File: src/rtl/mem_bus_arbiter_pkg.sv
// mem_bus_arbiter_pkg: shared encodings and constants for the memory bus arbiter
package mem_bus_arbiter_pkg;
    localparam int WORD_WIDTH = 32;
    localparam logic [WORD_WIDTH-1:0] ZERO_WORD = '0;
    localparam logic [31:0] BUS_ERR_DATA = 32'hDEAD_BEEF;
    localparam logic [3:0] BE_WORD = 4'hF;
    typedef enum logic [1:0] {MB_IDLE, MB_ST, MB_LD, MB_IF} mb_state_t;
endpackage

File: src/rtl/mem_bus_arbiter_fetch_buffer.sv
// mem_bus_arbiter_fetch_buffer: one-entry instruction buffer tagged by fetch address
module mem_bus_arbiter_fetch_buffer
    import mem_bus_arbiter_pkg::*;
#(
    parameter int W = WORD_WIDTH
) (
    input  logic         clk,
    input  logic         rst,
    input  logic [W-1:0] pc,
    input  logic         fill,
    input  logic [W-1:0] fill_tag,
    input  logic [W-1:0] fill_data,
    input  logic         inval,
    output logic         hit,
    output logic [W-1:0] data
);
    logic         valid;
    logic [W-1:0] tag;
    always_ff @(posedge clk or negedge rst) begin
        if (!rst) begin
            valid <= 1'b0;
            tag   <= '0;
            data  <= '0;
        end else if (fill) begin
            valid <= 1'b1;
            tag   <= fill_tag;
            data  <= fill_data;
        end else if (inval) begin
            valid <= 1'b0;
        end
    end
    assign hit = valid && (tag == pc);
endmodule

File: src/rtl/mem_bus_arbiter.sv
// mem_bus_arbiter: merges fetch, load and store ports onto one req/ack word bus
module mem_bus_arbiter
    import mem_bus_arbiter_pkg::*;
#(
    parameter int W       = WORD_WIDTH,
    parameter int TIMEOUT = 255
) (
    input  logic         clk,
    input  logic         rst,
    input  logic [W-1:0] pc,
    output logic [W-1:0] read_inst,
    input  logic         load_en,
    input  logic [W-1:0] l_addr,
    output logic [W-1:0] l_data,
    input  logic         store_en,
    input  logic [W-1:0] s_addr,
    input  logic [W-1:0] s_data,
    input  logic [3:0]   s_be,
    output logic         if_stall,
    output logic         mem_stall,
    output logic         bus_req,
    output logic         bus_we,
    output logic [W-1:0] bus_addr,
    output logic [W-1:0] bus_wdata,
    output logic [3:0]   bus_be,
    input  logic         bus_ack,
    input  logic [W-1:0] bus_rdata,
    output logic         bus_err
);
    localparam int CW = $clog2(TIMEOUT + 1);
    mb_state_t    state;
    logic [CW-1:0] tmo_cnt;
    logic         load_done, store_done;
    logic [W-1:0] ld_addr_q, st_addr_q;
    logic         ld_hit, st_hit, fb_hit, tmo, finish;
    logic [W-1:0] rd;
    // a done flag only counts while the core still presents the same address
    assign ld_hit    = load_done && (l_addr == ld_addr_q);
    assign st_hit    = store_done && (s_addr == st_addr_q);
    assign tmo       = tmo_cnt == CW'(TIMEOUT - 1);
    assign finish    = state != MB_IDLE && (bus_ack || tmo);
    assign rd        = bus_ack ? bus_rdata : W'(BUS_ERR_DATA);
    assign mem_stall = (store_en && !st_hit) || (load_en && !ld_hit);
    assign if_stall  = !fb_hit;
    mem_bus_arbiter_fetch_buffer #(.W(W)) u_fetch_buffer (
        .clk       (clk),
        .rst       (rst),
        .pc        (pc),
        .fill      (finish && state == MB_IF),
        .fill_tag  (bus_addr),
        .fill_data (rd),
        .inval     (1'b0),
        .hit       (fb_hit),
        .data      (read_inst)
    );
    always_ff @(posedge clk or negedge rst) begin
        if (!rst) begin
            state      <= MB_IDLE;
            tmo_cnt    <= '0;
            bus_req    <= 1'b0;
            bus_we     <= 1'b0;
            bus_addr   <= '0;
            bus_wdata  <= '0;
            bus_be     <= '0;
            bus_err    <= 1'b0;
            l_data     <= '0;
            load_done  <= 1'b0;
            store_done <= 1'b0;
            ld_addr_q  <= '0;
            st_addr_q  <= '0;
        end else begin
            if (!load_en || l_addr != ld_addr_q) load_done <= 1'b0;
            if (!store_en || s_addr != st_addr_q) store_done <= 1'b0;
            case (state)
                MB_IDLE: begin
                    tmo_cnt <= '0;
                    if (store_en && !st_hit) begin
                        state     <= MB_ST;
                        bus_req   <= 1'b1;
                        bus_we    <= 1'b1;
                        bus_addr  <= s_addr;
                        bus_wdata <= s_data;
                        bus_be    <= s_be;
                        st_addr_q <= s_addr;
                    end else if (load_en && !ld_hit) begin
                        state     <= MB_LD;
                        bus_req   <= 1'b1;
                        bus_we    <= 1'b0;
                        bus_addr  <= l_addr;
                        bus_wdata <= W'(ZERO_WORD);
                        bus_be    <= BE_WORD;
                        ld_addr_q <= l_addr;
                    end else if (!fb_hit) begin
                        state     <= MB_IF;
                        bus_req   <= 1'b1;
                        bus_we    <= 1'b0;
                        bus_addr  <= pc;
                        bus_wdata <= W'(ZERO_WORD);
                        bus_be    <= BE_WORD;
                    end
                end
                default: begin
                    if (finish) begin
                        state   <= MB_IDLE;
                        bus_req <= 1'b0;
                        tmo_cnt <= '0;
                        if (!bus_ack) bus_err <= 1'b1;
                        if (state == MB_ST) store_done <= 1'b1;
                        if (state == MB_LD) begin
                            l_data    <= rd;
                            load_done <= 1'b1;
                        end
                    end else begin
                        tmo_cnt <= tmo_cnt + CW'(1);
                    end
                end
            endcase
        end
    end
endmodule

File: config.mk
export PLATFORM = sky130hd
export DESIGN_NAME = mem_bus_arbiter
export DESIGN_NICKNAME = d
export VERILOG_FILES = /design/src/rtl/mem_bus_arbiter_pkg.sv /design/src/rtl/mem_bus_arbiter_fetch_buffer.sv /design/src/rtl/mem_bus_arbiter.sv
export SDC_FILE = /design/constraint.sdc
export NUM_CORES = 1
export LEC_CHECK = 0
export CAP_MARGIN = 40
export CORE_MARGIN = 5
export CORE_UTILIZATION = 40
export DETAILED_ROUTE_END_ITERATION = 10
export PLACE_DENSITY_LB_ADDON = 0.2
export SETUP_SLACK_MARGIN = 0.2
export SLEW_MARGIN = 20
export SYNTH_ARGS = -nofsm -noshare
export SYNTH_HDL_FRONTEND = slang
export SYNTH_HIERARCHICAL = 1
export SYNTH_SLANG_ARGS = --single-unit
File: constraint.sdc
create_clock -name clk -period 7.2 [get_ports clk]
set_clock_uncertainty 0.2 [all_clocks]
set_input_delay 2.16 -clock clk [delete_from_list [all_inputs] [get_ports clk]]
set_output_delay 2.16 -clock clk [all_outputs]
set_load 0.01 [all_outputs]
==> results.md <==
* Total GRT Usage at between 20% and 30%
* FF+latch count, synth at 244
* Yosys cell types at 40
* Clk root buf: clkbuf_16
* DR top layer: met5
* Total Wirelength at 34900 um
* Seq/Total Area, Yosys at 54.7%
* Initial Util at 40.4%
* VDD IR-drop max at 238 uV
* RSZ-0062 raised after global routing: false
* CP arrival at around 4.5 ns
* Drt pass-1 iters at 4
* FILL cells at between 2000 and 2500
* Area contributors post-synth: dfrtp_1 (55%), mux2_2 (13%), xor2_1 (5.5%), a22o_1 (3.1%), a221oi_1 (2.5%)
* Met1 wire length at 15400 um
* Nets at around 1400
* Fraction of layout cells with a size suffix above 1 at between 15 and 20%
* EDFF count, synth at 0
* Critical path capture point type: primary output
* Die width at 177 um
* Via/cell ratio at 5.32
* Total Power at 6.46 mW
* Gr ovfl total at 0
* Reg clk slew, reported paths at 0.06 ns
* Via count at 8396
* Post-detailed-route wirelength per cell at 22.1 um
* H-tree depth at 1
* Dpl ws at 0.184 ns
* Io pins at 306
* Initial antenna violation count at 4
* Final hold vios at 0
* Max cap viols at 0
* Pwr Density at 417 nW/um2
* Routability cong. at 0.850
* Met2 WL post-DR at 15700 um
* Post-CTS Setup Inserts at 0
* Port Buffer Count at 305
* Wire length on met3 at between 2000 and 3000 um
* Total CTS buffers at 27
* Kind of critical path: input port to primary output
* Post-Route Utilization at 56.1%
* Final worst path period share at 95.3%
* Status: complete, no violations
* Clock latency on the worst-skew pair at 0.53 ns
* Mapped cell area at 11200 um2
* Die ar. at about 31000 um2
* CP Launch Type: input port
* Most used DFF post-synth: dfrtp_1
* Setup TNS at 0 ns
* DR DRC count at 0
* Starting DRC count in detailed routing at 533
* CP max FO at 3
* Post-Layout Cell Count at 1579
* Placeable core area at ~28000 um2
* Final worst path period need at 6.86 ns
* Post-DP Area at 14600 um2
* Worst path required time at 4.84 ns
* Placed cells at 1531
* Post-synth ARST share at 100%
* Cell accounting for the most synthesized area: dfrtp_1
* Relative slew margins at ~43%
* Syn_nets at 1059
* Synthesized area per cell at 12.6 um2
* Final instance area at 15500 um2
* Largest net degree at the start of global routing at approximately 140
* CTS tree: built
* Max Buffers Root-to-Sink at 3
* Hold Crit Class: register to register
* Synth Instances at 888
* Area growth syn-to-layout at 38.9%
* Synth Warn # at 6
* Hold WS at 0.278 ns
* Slew Limit Fails at 0
* Clk sink count at 244
* Worst-Margin Slew at between 0.8 and 0.9 ns
* Post-synth top area share at ~55%
* Commonest cells in the netlist: dfrtp_1 (244), mux2_2 (124), xor2_1 (70)
* First-pass GRT wire length at 52900 um
* Final HPWL DP at between 20000 and 25000 um
* FMAX at 146 MHz
* Row cnt at about 60
* Routed Antenna Nets at 0
* Die height at about 180 um
* Setup ws final at ~0.34 ns
* Vias in the first global route at 8793
* Static Leak at about 6.3 nW
* Final setup violation count at 0
* Dominant cell by count in the synthesized netlist: dfrtp_1
[report_power, final]
part / total (mW) / leakage (nW) / switching (mW) / internal (mW)
clock: 1.34 / 0.430 / 0.539 / 0.805
combinational: 2.65 / 2.95 / 1.18 / 1.47
sequential: 2.46 / 2.93 / 0.435 / 2.02
total: 6.46 / 6.32 / 2.16 / 4.30
[logic make-up (layout without fill, tap and decap cells)]
group / Yosys count / after routing / synth area share, %
other: 1 / 2 / 0.0336
AND/OR/NAND/NOR: 136 / 136 / 7.10
flip-flops: 244 / 244 / 54.7
XOR/XNOR: 102 / 102 / 8.01
AO/OA/AOI/OAI: 179 / 179 / 13.2
multiplexers: 128 / 128 / 12.9
buffers and inverters: 96 / 408 / 3.78
adder cells (fa/ha/maj): 2 / 2 / 0.224
[routing by layer]
layer,vias to the layer above,global-route usage (%)
li1,3834,-
met4,6,5.42
met3,49,5.96
met5,-,0
met2,311,33.1
met1,4196,30.7
[layout make-up]
cell class	instances	area (um2)	area share (%)
diodes	1	2.50	0.0161
clock buffers	37	763	4.93
clock inverters	9	95.1	0.614
inverters	37	139	0.896
multi-input cells	548	4660	30.1
flip-flops and latches	244	6110	39.4
well taps	378	473	3.05
repair buffers	325	3250	21.0
[sequential cells by signal, summed over array words and instances (netlist names)]
signal	flops
u_fetch_buffer/valid	1
bus_be	4
u_fetch_buffer/tag	32
bus_we	1
l_data	32
bus_wdata	32
bus_req	1
state	2
st_addr_q	32
ld_addr_q	32
bus_addr	32
u_fetch_buffer/data	32
tmo_cnt	8
store_done	1
load_done	1
bus_err	1
[worst max-delay path, cell delays in order]
cell and delay [ns]:
clkdlybuf4s50_1 0.47, xor2_1 0.20, nor4_2 0.45, nand3_1 0.29, o31ai_4 0.30, nand2_1 0.11, clkdlybuf4s50_1 0.52
[timing repair]
action / in CTS / in global routing
endpoints found under the setup margin: 1 / 0
resized for setup: 1 / 0
hold buffers: 0 / 0
hold endpoints to repair: 0 / 0
[worst paths after layout]
| kind | from | slack [ns] | end | cells past startpoint |
|---|---|---|---|---|
| setup / recovery | s_addr[12] | 0.34 | mem_stall | 7 |
| hold / removal | bus_req$_DFFE_PN0P_ | 0.28 | bus_req$_DFFE_PN0P_ | 1 |
| setup reg to reg | st_addr_q[12]$_DFFE_PN0P_ | 3.76 | bus_addr[25]$_DFFE_PN0P_ | 8 |
| hold reg to reg | bus_req$_DFFE_PN0P_ | 0.28 | bus_req$_DFFE_PN0P_ | 1 |
| max in group asynchronous | rst | 3.99 | bus_wdata[17]$_DFFE_PN0P_ | 2 |
| min in group asynchronous | rst | 1.43 | u_fetch_buffer/data[9]$_DFFE_PN0P_ | 1 |
[cell usage in the layout, fill, tap and decap left out, drive strengths merged, types with 4 or more instances in the layout]
master,instances
a221oi,32
a22o,40
and2,40
and3,4
buf,21
clkbuf,37
clkdlybuf4s50,304
clkinv,7
dfrtp,244
inv,37
mux2,128
nand2,8
nand2b,24
nand3,9
nand4,13
nor2,14
nor3,7
nor4,16
o21ai,34
o22a,4
o32a,24
o32ai,32
xnor2,32
xor2,70
No activity file was read; power rests on OpenSTA's default activity.
